**src/rtl/perceptron_host_pkg.sv**
```systemverilog
// Shared types and byte constants for the perceptron host: command FSM states,
// opcodes, response bytes and the UART receiver states.
`timescale 1ns/1ps
package perceptron_host_pkg;

    typedef enum logic [1:0] {
        ST_IDLE,
        ST_ADDR,
        ST_DATA,
        ST_RESP
    } state_t;

    typedef enum logic [1:0] {
        OP_WRITE,
        OP_READ,
        OP_LED
    } op_t;

    typedef enum logic [1:0] {
        RX_IDLE,
        RX_START,
        RX_DATA,
        RX_STOP
    } rx_state_t;

    localparam logic [7:0] OPC_WRITE = 8'h57;
    localparam logic [7:0] OPC_READ  = 8'h52;
    localparam logic [7:0] OPC_LED   = 8'h4C;
    localparam logic [7:0] RESP_ACK  = 8'h4B;
    localparam logic [7:0] RESP_ERR  = 8'h00;

endpackage

```
**src/rtl/uart_phy.sv**
```systemverilog
// UART physical layer: input synchroniser, 8N1 receiver with framing check and
// an independent 8N1 transmitter sharing one bit-period length.
`timescale 1ns/1ps
module uart_phy
    import perceptron_host_pkg::*;
#(
    parameter int CLKS_PER_BIT = 434
) (
    input  logic       clk,
    input  logic       nRst,
    input  logic       i_rx,
    output logic       o_tx,
    input  logic       i_txLoad,
    input  logic [7:0] i_txData,
    output logic       o_txBusy,
    output logic       o_rxValid,
    output logic [7:0] o_rxData,
    output logic       o_rxFrameErr
);

    localparam int CW = $clog2(CLKS_PER_BIT + 1);
    localparam logic [CW-1:0] BIT_LAST  = CW'(CLKS_PER_BIT - 1);
    localparam logic [CW-1:0] HALF_LAST = CW'(CLKS_PER_BIT / 2 - 1);

    logic [1:0]    r_sync;
    logic          r_rxPrev;
    logic          w_rx;
    rx_state_t     r_rxState, w_rxStateNext;
    logic [CW-1:0] r_rxCnt, w_rxCntNext;
    logic [2:0]    r_rxBit, w_rxBitNext;
    logic [7:0]    r_rxShift, w_rxShiftNext;

    logic          r_tx;
    logic          r_txBusy;
    logic [8:0]    r_txShift;
    logic [3:0]    r_txBit;
    logic [CW-1:0] r_txCnt;

    assign w_rx         = r_sync[1];
    assign o_rxData     = r_rxShift;
    assign o_tx         = r_tx;
    assign o_txBusy     = r_txBusy;

    // Synchroniser resets to idle-high so release never looks like a start edge
    always_ff @(posedge clk or negedge nRst) begin
        if (!nRst) begin
            r_sync    <= 2'b11;
            r_rxPrev  <= 1'b1;
            r_rxState <= RX_IDLE;
            r_rxCnt   <= '0;
            r_rxBit   <= '0;
            r_rxShift <= '0;
        end else begin
            r_sync    <= {r_sync[0], i_rx};
            r_rxPrev  <= w_rx;
            r_rxState <= w_rxStateNext;
            r_rxCnt   <= w_rxCntNext;
            r_rxBit   <= w_rxBitNext;
            r_rxShift <= w_rxShiftNext;
        end
    end

    always_comb begin
        w_rxStateNext = r_rxState;
        w_rxCntNext   = r_rxCnt + 1'b1;
        w_rxBitNext   = r_rxBit;
        w_rxShiftNext = r_rxShift;
        o_rxValid     = 1'b0;
        o_rxFrameErr  = 1'b0;
        case (r_rxState)
            RX_IDLE: begin
                w_rxCntNext = '0;
                if (r_rxPrev && !w_rx) w_rxStateNext = RX_START;
            end
            RX_START: begin
                if (r_rxCnt == HALF_LAST) begin
                    w_rxCntNext   = '0;
                    w_rxBitNext   = '0;
                    w_rxStateNext = w_rx ? RX_IDLE : RX_DATA;
                end
            end
            RX_DATA: begin
                if (r_rxCnt == BIT_LAST) begin
                    w_rxCntNext   = '0;
                    w_rxShiftNext = {w_rx, r_rxShift[7:1]};
                    w_rxBitNext   = r_rxBit + 3'd1;
                    if (r_rxBit == 3'd7) w_rxStateNext = RX_STOP;
                end
            end
            RX_STOP: begin
                if (r_rxCnt == BIT_LAST) begin
                    w_rxCntNext   = '0;
                    w_rxStateNext = RX_IDLE;
                    o_rxValid     = w_rx;
                    o_rxFrameErr  = !w_rx;
                end
            end
            default: w_rxStateNext = RX_IDLE;
        endcase
    end

    // Shift register holds data plus stop bit; the start bit is driven on load
    always_ff @(posedge clk or negedge nRst) begin
        if (!nRst) begin
            r_tx      <= 1'b1;
            r_txBusy  <= 1'b0;
            r_txShift <= '1;
            r_txBit   <= '0;
            r_txCnt   <= '0;
        end else if (!r_txBusy) begin
            if (i_txLoad) begin
                r_txBusy  <= 1'b1;
                r_tx      <= 1'b0;
                r_txShift <= {1'b1, i_txData};
                r_txBit   <= '0;
                r_txCnt   <= '0;
            end
        end else if (r_txCnt != BIT_LAST) begin
            r_txCnt <= r_txCnt + 1'b1;
        end else begin
            r_txCnt <= '0;
            if (r_txBit == 4'd9) begin
                r_txBusy <= 1'b0;
                r_tx     <= 1'b1;
            end else begin
                r_tx      <= r_txShift[0];
                r_txShift <= {1'b1, r_txShift[8:1]};
                r_txBit   <= r_txBit + 4'd1;
            end
        end
    end

endmodule

```
**src/rtl/perceptron_host.sv**
```systemverilog
// Host command front end: UART byte commands write/read an 8-bit register file
// and an LED register, each answered with a single response byte.
`timescale 1ns/1ps
module perceptron_host
    import perceptron_host_pkg::*;
#(
    parameter int CLK_HZ       = 50000000,
    parameter int BAUD         = 115200,
    parameter int N_REG        = 16,
    parameter int LED_W        = 8,
    parameter int TIMEOUT_BITS = 20
) (
    input  logic               clk,
    input  logic               nRst,
    input  logic               host_tx,
    output logic               uart_tx,
    output logic [LED_W-1:0]   leds,
    output logic [8*N_REG-1:0] reg_q,
    output logic               cmd_err
);

    localparam int CLKS_PER_BIT = CLK_HZ / BAUD;
    localparam int TO_LIMIT     = TIMEOUT_BITS * CLKS_PER_BIT;
    localparam int TW           = $clog2(TO_LIMIT + 1);
    localparam logic [TW-1:0] TO_LAST = TW'(TO_LIMIT - 1);

    logic                  w_rxValid, w_rxFrameErr, w_txBusy, w_txLoad;
    logic [7:0]            w_rxData, w_rdData;
    state_t                r_state, w_stateNext;
    op_t                   r_op, w_opNext;
    logic [7:0]            r_addr, w_addrNext, r_resp, w_respNext;
    logic                  r_addrHit, w_addrHitNext, w_rxHit;
    logic                  w_err, w_regWe, w_ledWe, w_timeout, w_waiting;
    logic [N_REG-1:0][7:0] r_regs;
    logic [LED_W-1:0]      r_leds;
    logic                  r_cmdErr;
    logic [TW-1:0]         r_toCnt;

    uart_phy #(.CLKS_PER_BIT(CLKS_PER_BIT)) u_phy (
        .clk          (clk),
        .nRst         (nRst),
        .i_rx         (host_tx),
        .o_tx         (uart_tx),
        .i_txLoad     (w_txLoad),
        .i_txData     (r_resp),
        .o_txBusy     (w_txBusy),
        .o_rxValid    (w_rxValid),
        .o_rxData     (w_rxData),
        .o_rxFrameErr (w_rxFrameErr)
    );

    assign reg_q     = r_regs;
    assign leds      = r_leds;
    assign cmd_err   = r_cmdErr;
    assign w_rxHit   = {1'b0, w_rxData} < 9'(N_REG);
    assign w_waiting = (r_state == ST_ADDR) || (r_state == ST_DATA);
    // A byte arriving on the expiry cycle wins over the timeout
    assign w_timeout = w_waiting && !w_rxValid && (r_toCnt == TO_LAST);

    always_comb begin
        w_rdData = RESP_ERR;
        for (int i = 0; i < N_REG; i++) begin
            if (w_rxData == 8'(i)) w_rdData = r_regs[i];
        end
    end

    always_comb begin
        w_stateNext   = r_state;
        w_opNext      = r_op;
        w_addrNext    = r_addr;
        w_addrHitNext = r_addrHit;
        w_respNext    = r_resp;
        w_err         = w_rxFrameErr;
        w_regWe       = 1'b0;
        w_ledWe       = 1'b0;
        w_txLoad      = 1'b0;
        case (r_state)
            ST_IDLE: begin
                if (w_rxValid) begin
                    case (w_rxData)
                        OPC_WRITE: begin w_opNext = OP_WRITE; w_stateNext = ST_ADDR; end
                        OPC_READ:  begin w_opNext = OP_READ;  w_stateNext = ST_ADDR; end
                        OPC_LED:   begin w_opNext = OP_LED;   w_stateNext = ST_DATA; end
                        default:   w_err = 1'b1;
                    endcase
                end
            end
            ST_ADDR: begin
                if (w_rxValid) begin
                    w_addrNext    = w_rxData;
                    w_addrHitNext = w_rxHit;
                    w_err         = !w_rxHit;
                    w_respNext    = w_rxHit ? w_rdData : RESP_ERR;
                    w_stateNext   = (r_op == OP_READ) ? ST_RESP : ST_DATA;
                end else if (w_timeout) begin
                    w_err       = 1'b1;
                    w_stateNext = ST_IDLE;
                end
            end
            ST_DATA: begin
                if (w_rxValid) begin
                    w_regWe     = (r_op == OP_WRITE) && r_addrHit;
                    w_ledWe     = (r_op == OP_LED);
                    w_respNext  = RESP_ACK;
                    w_stateNext = ST_RESP;
                end else if (w_timeout) begin
                    w_err       = 1'b1;
                    w_stateNext = ST_IDLE;
                end
            end
            ST_RESP: begin
                if (w_rxValid) w_err = 1'b1;
                if (!w_txBusy) begin
                    w_txLoad    = 1'b1;
                    w_stateNext = ST_IDLE;
                end
            end
            default: w_stateNext = ST_IDLE;
        endcase
        if (w_rxFrameErr && w_waiting) w_stateNext = ST_IDLE;
    end

    always_ff @(posedge clk or negedge nRst) begin
        if (!nRst) begin
            r_state   <= ST_IDLE;
            r_op      <= OP_WRITE;
            r_addr    <= '0;
            r_addrHit <= 1'b0;
            r_resp    <= '0;
            r_regs    <= '0;
            r_leds    <= '0;
            r_cmdErr  <= 1'b0;
        end else begin
            r_state   <= w_stateNext;
            r_op      <= w_opNext;
            r_addr    <= w_addrNext;
            r_addrHit <= w_addrHitNext;
            r_resp    <= w_respNext;
            r_cmdErr  <= w_err;
            if (w_ledWe) r_leds <= w_rxData[LED_W-1:0];
            if (w_regWe) begin
                for (int i = 0; i < N_REG; i++) begin
                    if (r_addr == 8'(i)) r_regs[i] <= w_rxData;
                end
            end
        end
    end

    // Inter-byte timer only runs while a command is partially received
    always_ff @(posedge clk or negedge nRst) begin
        if (!nRst) begin
            r_toCnt <= '0;
        end else if (w_rxValid || !w_waiting) begin
            r_toCnt <= '0;
        end else begin
            r_toCnt <= r_toCnt + 1'b1;
        end
    end

endmodule

```
**config.mk**
```make
export PLATFORM = sky130hd
export DESIGN_NAME = perceptron_host
export DESIGN_NICKNAME = d
export VERILOG_FILES = /design/src/rtl/perceptron_host_pkg.sv /design/src/rtl/uart_phy.sv /design/src/rtl/perceptron_host.sv
export SDC_FILE = /design/constraint.sdc
export NUM_CORES = 1
export LEC_CHECK = 0
export BUFFER_PORTS_ARGS = -buffer_cell sky130_fd_sc_hd__buf_2
export CORE_UTILIZATION = 55
export DETAILED_ROUTE_END_ITERATION = 10
export PLACE_DENSITY = 0.86
export SLEW_MARGIN = 20
export SYNTH_ARGS = -nofsm -noshare
export SYNTH_HDL_FRONTEND = slang
export SYNTH_SLANG_ARGS = --single-unit
export TNS_END_PERCENT = 10
```
**constraint.sdc**
```tcl
create_clock -name clk -period 2.71 [get_ports clk]
set_input_delay 0.542 -clock clk [delete_from_list [all_inputs] [get_ports clk]]
set_output_delay 0.542 -clock clk [all_outputs]
set_load 0.05 [all_outputs]
```
Yosys cells after proc, flatten, opt, wreduce, memory -nomap -nowiden. Index checks and enable logic that the tools add are counted.

Eq/ne operators: 59. Bitwise gates (word level): 0. $add $sub $neg: 5. Magnitude comparators: 1. Reductions and logical operators: 48. Divide/modulo/power cells: 0. Shift-type cells: 0. Mux-type cells: 80. Multiply operators: 0.

Operators by type and width (number): $mux 8 (19); $eq 8x4->1 const B (16); $mux 9 (9); $eq 8x3->1 const B (8); $reduce_and 2->1 (19); $eq 8x2->1 const B (4); $pmux 9 s3 (1); $mux 1 (25); $eq 8x7->1 const B (3); $mux 2 (12); $add 9x1->9 const B (2); $eq 8x1->1 const B (2); $logic_not 8->1 (2); $mux 4 (4); $pmux 2 s4 (2); $pmux 8 s2 (1); $reduce_and 3->1 (5); $add 14x1->14 const B (1); $eq 14x14->1 const B (1); $mux 14 (1); $eq 2x2->1 const B (5); $ne 2x1->1 const B (5); $eq 9x8->1 const B (1); $eq 9x9->1 const B (1); 24 further kinds (44).

Word-level logic and storage cells: 228. Flip-flop bits (word level): 221. ROM bits: 0. Memories: 0. Latch bits: 0. Memory bits (writable): 0. Output and inout bits: 138.

Longest topological paths before layout. Gate-level depths: netlist of the first run.

Depth after elaboration: 20. Depth in mapped cells: 10. Mapped depth without buffers: 8.

By module. A second synthesis of the first run with hierarchy kept.

Cell total of the unflattened synthesis: 963. Area total of the unflattened synthesis: 10933.0 µm².

Modules (own cells, without submodules): perceptron_host (times used 1, sequential area each 4304.1 µm², area an instance 8599.5 µm², cells an instance 734); uart_phy (times used 1, sequential area each 1216.2 µm², area an instance 2333.5 µm², cells an instance 229).

Least setup slack after synthesis of the first run. Ideal clock, no wire load.

Kind: flip-flop to flip-flop. From: reg r_state[0]. To: reg r_regs, in the netlist reg_q[64]. Setup slack: 0.360 ns. Data arrival time: 2.225 ns. Setup time: 0.125 ns. Path buffers: 1. Cell stages (with the launch flop): 10. Path through: dfrtp_1 inv_1 ha_1 clkbuf_1 nor2b_1 nand4_1 nor2_4 nand3b_4 nor3_4 mux2_2.

Cells in the longest elaborated chain, start to end: 3.

Ends and longest elaborated chain: from (decl) (RTL line perceptron_host.sv:29) `state_t r_state, w_stateNext;`; from (signal assigned) (RTL line perceptron_host.sv:134) `r_state <= w_stateNext;`; $eq 2x2->1 (RTL line perceptron_host.sv:77) `case (r_state)`; $mux 1 (RTL line perceptron_host.sv:77); $reduce_and 2->1 (no source line); to (signal, indexed assignment) (RTL line perceptron_host.sv:143) `if (r_addr == 8'(i)) r_regs[i] <= w_rxData;`; to (decl) (RTL line perceptron_host.sv:34) `logic [N_REG-1:0][7:0] r_regs;`.

No other way between the ends. A chain may end at the register's enable or synchronous reset.

Final worst setup path of the first run.
From: reg r_state[0]. To: reg r_regs, in the netlist reg_q[39].

The elaborated chain is that of the path after synthesis.

==> results.toml, run 1 <==
[cts]
cts.sinks = 220
htreeDepth = 1
cts_tree = "done"
cts.clk_slew.worst_paths_ns = 0.06
numCtsBuffers = 25
cts_resized = 0
root_buffer = "clkbuf_16"
clockBufferDepth = 3
clk_latency_ns = 0.54
cts_hold_buf = 1
post_cts_buffers = 0

[critical_path]
critical_path.startpoint = "r_state[0]"
worstPathRequired_ns = 3.13
r2r-start = "r_state[0]"
startpoint_type = "flip-flop"
reg2regPathDepth = 8
critPathKind = "reg -> reg"
r2r-end = "reg_q[39]"
cp_max_fo = 8
endpoint = "reg_q[39]"
r2r_slack_ns = 0.16
worst_ep_arrival_time_ns = 2.98
endpoint_kind = "flip-flop"

[grt]
grt_pass1_wl_mm = 46.49
met1_usage = 0.3836
overflow = 0
met2_usage = 0.4786
grt_pass1_vias = 8520
use_met3 = 0.05922
grt_max_degree = 72
grt_util_all_layers = 0.2974
antenna_found_initial = 0
grt_most_used_layer = "met2"

[synth]
synthSimpleGateAreaFrac = 0.1359
yosysWarnings = 0
synth-seq-cells = 220
synth_fa_ha_area_frac = 0.02324
muxShareOfSynthArea = 0.1944
seq_area_frac_synth = 0.5126
syn_nets = 953
synth_compound_area_frac = 0.08725
synth-edff-count = 0
synthFlopType = "dfrtp_1"
syn_area_um2 = 10770
netlist_instances = 930
async_flop_share = 1.000
ys_types = 70
synthXorXnorAreaFrac = 0.01789
avgSynthCellArea_um2 = 11.58
synth_top_family_by_area = "multiplexers"

[place]
place.gp.congestion = 0.8899
placed_area_um2 = 11930
portBuffers = 140
place_ws_ns = 0.1990
dpl.hpwl_mm = 19.89

[timing]
hold_ws_ns = 0.1248
tns_ns = 0
slew_headroom = 0.5174
worst_pin_slew_ns = 0.7172
fmax_ghz = 0.3919
skew_ns = 0.02438
rsz0062_at_grt = "false"
slew_violations = 0
period_share = 0.9415
setup_slack_ns = 0.1585
finalHoldViolCount = 0
setup_viol = 0
period_minus_slack_ns = 2.552

[run_status]
status = "finished, final reports clean"

[pwr]
peakVddDrop_v = 0.0005278
power_density_nw_per_um2 = 544.0
p_leak_uw = 0.006266

[min_path]
hp-class = "in -> reg"
holdCritStartpoint = "host_tx"
hold_depth = 1

[floorplan]
pin_count = 141
rows = 50
die_y_um = 141.9
core_um2 = 18960
die_area_um2 = 20140
die_w_um = 141.9
initial_utilization = 0.5681

[drt]
dr.pass1.iters = 6
ant_nets = 0
routedWlPerCell_um = 21.28
drt_wl_total_mm = 29.05
vias = 8340
drtIter0Drc = 579
drc_errors = 0
via_per_inst = 6.110

[finish]
fillers = 1323
fin_area_um2 = 12720
finalNetCount = 1109
antenna_cells = 0
drive_gt1_frac = 0.3837
layout-area-overhead-vs-synth_pct = 18.15

[run]
maxCapViolations = 0
cells in the final DEF, fill, tap and decap left out, types with 5 or more instances in the layout:
cell type	Yosys	final
dfrtp_1	208	205
mux2_2	149	149
buf_2	7	139
nor2_1	84	84
o21ai_0	53	53
nand2_1	52	52
buf_4	1	39
a21oi_1	26	26
clkbuf_16	0	25
inv_1	24	24
nand3_1	22	22
ha_1	20	20
mux2i_1	19	19
nand2b_1	17	17
o22ai_1	13	13
dfstp_2	12	12
xor2_1	11	11
xnor2_1	11	11
and3_1	10	10
nor2_4	10	10
mux4_2	10	10
nor3_1	9	9
a211oi_1	9	9
nor2b_1	8	8
clkbuf_1	38	7
clkinv_2	0	7
nand4_1	6	6
and2_1	5	5
nand3b_1	5	5
o211ai_1	5	5
clkbuf_8	0	5
cell families after synthesis:
kind of cell	Yosys count
AOI/OAI and AO/OA	149
muxes	178
buffers and inverters	77
and+or+nand+nor	264
adders and majority gates	20
DFF	220
xor gates and xnor gates	22
cells in the mapped netlist, drive strengths merged, types with 15 or more instances:
cell type,n,share of area
a21oi,26,0.012
buf,15,0.0071
clkbuf,38,0.013
dfrtp,208,0.48
ha,20,0.023
inv,24,0.0084
mux2,149,0.16
mux2i,19,0.018
nand2,53,0.019
nand2b,17,0.0099
nand3,23,0.012
nor2,97,0.041
o21ai,54,0.025
power by group:
| part | switching, uW | total, uW | internal, uW | leakage [uW] |
|---|---|---|---|---|
| registers | 38.9 | 3360 | 3320 | 0.00302 |
| clock network | 1360 | 3210 | 1850 | 0.000394 |
| logic | 236 | 347 | 111 | 0.00285 |
through the flow:
step | util | cells | total power (uW)
6_report | 0.6712 | 1365 | 6922
5_1_grt | 0.6712 | 1365 | 7132
4_1_cts | 0.6712 | 1365 | 6943
3_5_place_dp | 0.6293 | 1318 | 3770
3_3_place_gp | 0.6293 | 1318 | 3750
2_1_floorplan | - | 930 | 3638
metal layers:
layer	share of wire	routed length (um)	up-vias
met2	0.48	14030	438
met5	0	0	-
met3	0.080	2336	105
li1	-	-	3658
met4	0.046	1343	0
met1	0.39	11340	4139
flip-flops by register name, indices dropped and copies added, names as in the netlist, named ones only:
| register | flops |
|---|---|
| r_state | 2 |
| u_phy.r_rxPrev | 1 |
| cmd_err | 1 |
| r_toCnt | 14 |
| u_phy.o_rxData | 8 |
| leds | 8 |
| u_phy.r_txShift | 8 |
| u_phy.o_tx | 1 |
| r_op | 2 |
| u_phy.r_rxState | 1 |
| reg_q | 128 |
| u_phy.r_txCnt | 9 |
| u_phy.r_rxBit | 3 |
| r_addr | 8 |
| u_phy.r_rxCnt | 9 |
| r_addrHit | 1 |
| r_resp | 8 |
| u_phy.r_txBit | 4 |
| u_phy.o_txBusy | 1 |
| u_phy.r_sync | 2 |
final cells by class:
cell class / count / area, um^2 / share of cell area
multi-input combinational: 633 / 4946 / 0.3887
clock inverter: 9 / 63.81 / 0.005015
sequential: 220 / 5524 / 0.4342
clock buffer: 37 / 720.7 / 0.05664
inverter: 24 / 90.09 / 0.007080
tap: 260 / 325.3 / 0.02557
timing repair buffer: 182 / 1054 / 0.08280
worst max-delay path, cell delays in order, from the launching register on:
cell	delay [ns]
dfrtp_1	0.47
inv_1	0.15
ha_1	0.20
nor2b_1	0.19
nand4_1	0.17
nor2_4	0.27
nand3b_4	0.18
nor3_4	0.43
mux2_2	0.40
worst min-delay path by stage:
stage                                  to  slack [ns]
final                     u_phy.r_sync[0]        0.12
after global routing      u_phy.r_sync[0]        0.12
after CTS                 u_phy.r_sync[0]        0.12
after detailed placement  u_phy.r_sync[1]        0.35
after global placement    u_phy.r_sync[1]        0.35
after floorplan                 async pin        0.25
(Power assumes the default switching activity.)
==> run 2: changes to the inputs <==
ABC_CLOCK_PERIOD_IN_PS = 2710   (was default)
CAP_MARGIN = 20   (was default)
MAX_ROUTING_LAYER = met4   (was default)
==> results.toml, run 2 (synthesized netlist as in run 1, its figures left out) <==
[finish]
layout-area-overhead-vs-synth_pct = 18.15
largest_register_ffs = 128
drive_gt1_frac = 0.3837
layout_common_cells = "dfrtp_1 (205), mux2_2 (149), buf_2 (139)"
fin_area_um2 = 12720
final_util = 0.6712
stdcell_count = 1365
final_common_cell = "dfrtp_1"
antenna_cells = 0
finalNetCount = 1109

[cts]
cts.sinks = 220
cts_tree = "done"
cts.clk_slew.worst_paths_ns = 0.06
cts_resized = 0
root_buffer = "clkbuf_16"
numCtsBuffers = 25
htreeDepth = 1
clk_latency_ns = 0.54
clockBufferDepth = 3

[drt]
drt_wl_total_mm = 29.24
drtIter0Drc = 546
via_per_inst = 6.130
vias = 8367
drc_errors = 0
ant_nets = 0
routedWlPerCell_um = 21.42
dr.pass1.iters = 5

[timing]
tns_ns = 0
fmax_ghz = 0.3928
skew_ns = 0.02405
worst_pin_slew_ns = 0.7499
finalHoldViolCount = 0
slew_violations = 0
setup_viol = 0
rsz0062_at_grt = "false"
slew_headroom = 0.4955
period_share = 0.9395
period_minus_slack_ns = 2.546

[critical_path]
r2r_slack_ns = 0.16
crit_slowest_cell = "dfrtp_1"
cp_max_fo = 8
path_buf_inv = 1
worstPathRequired_ns = 3.14
critical_path.startpoint = "r_state[0]"
worst_ep_arrival_time_ns = 2.97
reg2regPathDepth = 8
startpoint_type = "flip-flop"
critical-path-top-delay-family = "simple AND/OR/NAND/NOR gates"
path_cells = "inv_1 -> ha_1 -> nor2b_1 -> nand4_1 -> nor2_4 -> nand3b_4 -> nor3_4 -> mux2_2"
cpPeakStageDelay_ns = 0.47
endpoint_kind = "flip-flop"
r2r-end = "reg_q[39]"
critPathKind = "reg -> reg"
r2r-start = "r_state[0]"

[floorplan]
pin_count = 141
die_area_um2 = 20140
rows = 50
die_w_um = 141.9
die_y_um = 141.9
initial_utilization = 0.5681
core_um2 = 18960

[min_path]
hold_depth = 1
holdCritStartpoint = "host_tx"
min_to = "u_phy.r_sync[0]"
hp-class = "in -> reg"

[grt]
grt_pass1_vias = 8535
overflow = 0
grt_pass1_wl_mm = 46.44
grt_util_all_layers = 0.3063
grt_max_degree = 72
antenna_found_initial = 0

[place]
portBuffers = 140
placed_area_um2 = 11930
place.gp.congestion = 0.9049
placed_cells = 1318
dpl.hpwl_mm = 19.89

[pwr]
power_density_nw_per_um2 = 544.5
p_leak_uw = 0.006266
peakVddDrop_v = 0.0005317
fin_total_pwr_uw = 6928

[run]
maxCapViolations = 0

[run_status]
status = "finished, final reports clean"
==> run 2: worst max path at each step <==
stage                endpoint  slack, ns  depth (start not counted)
floorplan           reg_q[64]       0.36                          9
global placement    reg_q[38]       0.29                          8
detailed placement  reg_q[39]       0.20                          8
CTS                 reg_q[39]       0.18                          8
global route        reg_q[32]       0.04                          8
finish              reg_q[39]       0.16                          8
==> run 2: layer usage <==
| metal | part of all wire | GRT usage | vias to the layer above |
|---|---|---|---|
| li1 | - | - | 3639 |
| met3 | 0.082 | 0.06023 | 127 |
| met2 | 0.48 | 0.4784 | 439 |
| met5 | 0 | - | - |
| met4 | 0.050 | 0.1562 | 0 |
| met1 | 0.39 | 0.3822 | 4162 |
==> run 2: timing repair <==
item	4_1_cts	5_1_grt
hold endpoints to repair	22	0
hold buffers	1	0
buffers inserted	0	0
==> run 2: through the flow <==
step | worst slack (ns) | hold WS [ns]
after global routing | 0.04230 | 0.1221
after detailed placement | 0.1990 | 0.3508
final | 0.1640 | 0.1245
after floorplan | 0.3601 | 0.2464
after global placement | 0.2922 | 0.3486
after CTS | 0.1799 | 0.1190
==> run 2: power by group <==
group	switching, uW	internal (uW)
clock network	1360	1850
logic	237	112
registers	39.3	3320
==> run 2: worst register-to-register path: stages (launching register included) <==
cell and delay (ns):
dfrtp_1 0.47, inv_1 0.15, ha_1 0.19, nor2b_1 0.19, nand4_1 0.16, nor2_4 0.28, nand3b_4 0.18, nor3_4 0.43
mux2_2 0.40
==> run 2: final cells by class <==
type | count | area (um^2)
clock inverter | 9 | 63.81
clock buffer | 37 | 720.7
sequential | 220 | 5524
fill | 1323 | 6232
tap | 260 | 325.3
inverter | 24 | 90.09
timing repair buffer | 182 | 1054
multi-input combinational | 633 | 4946
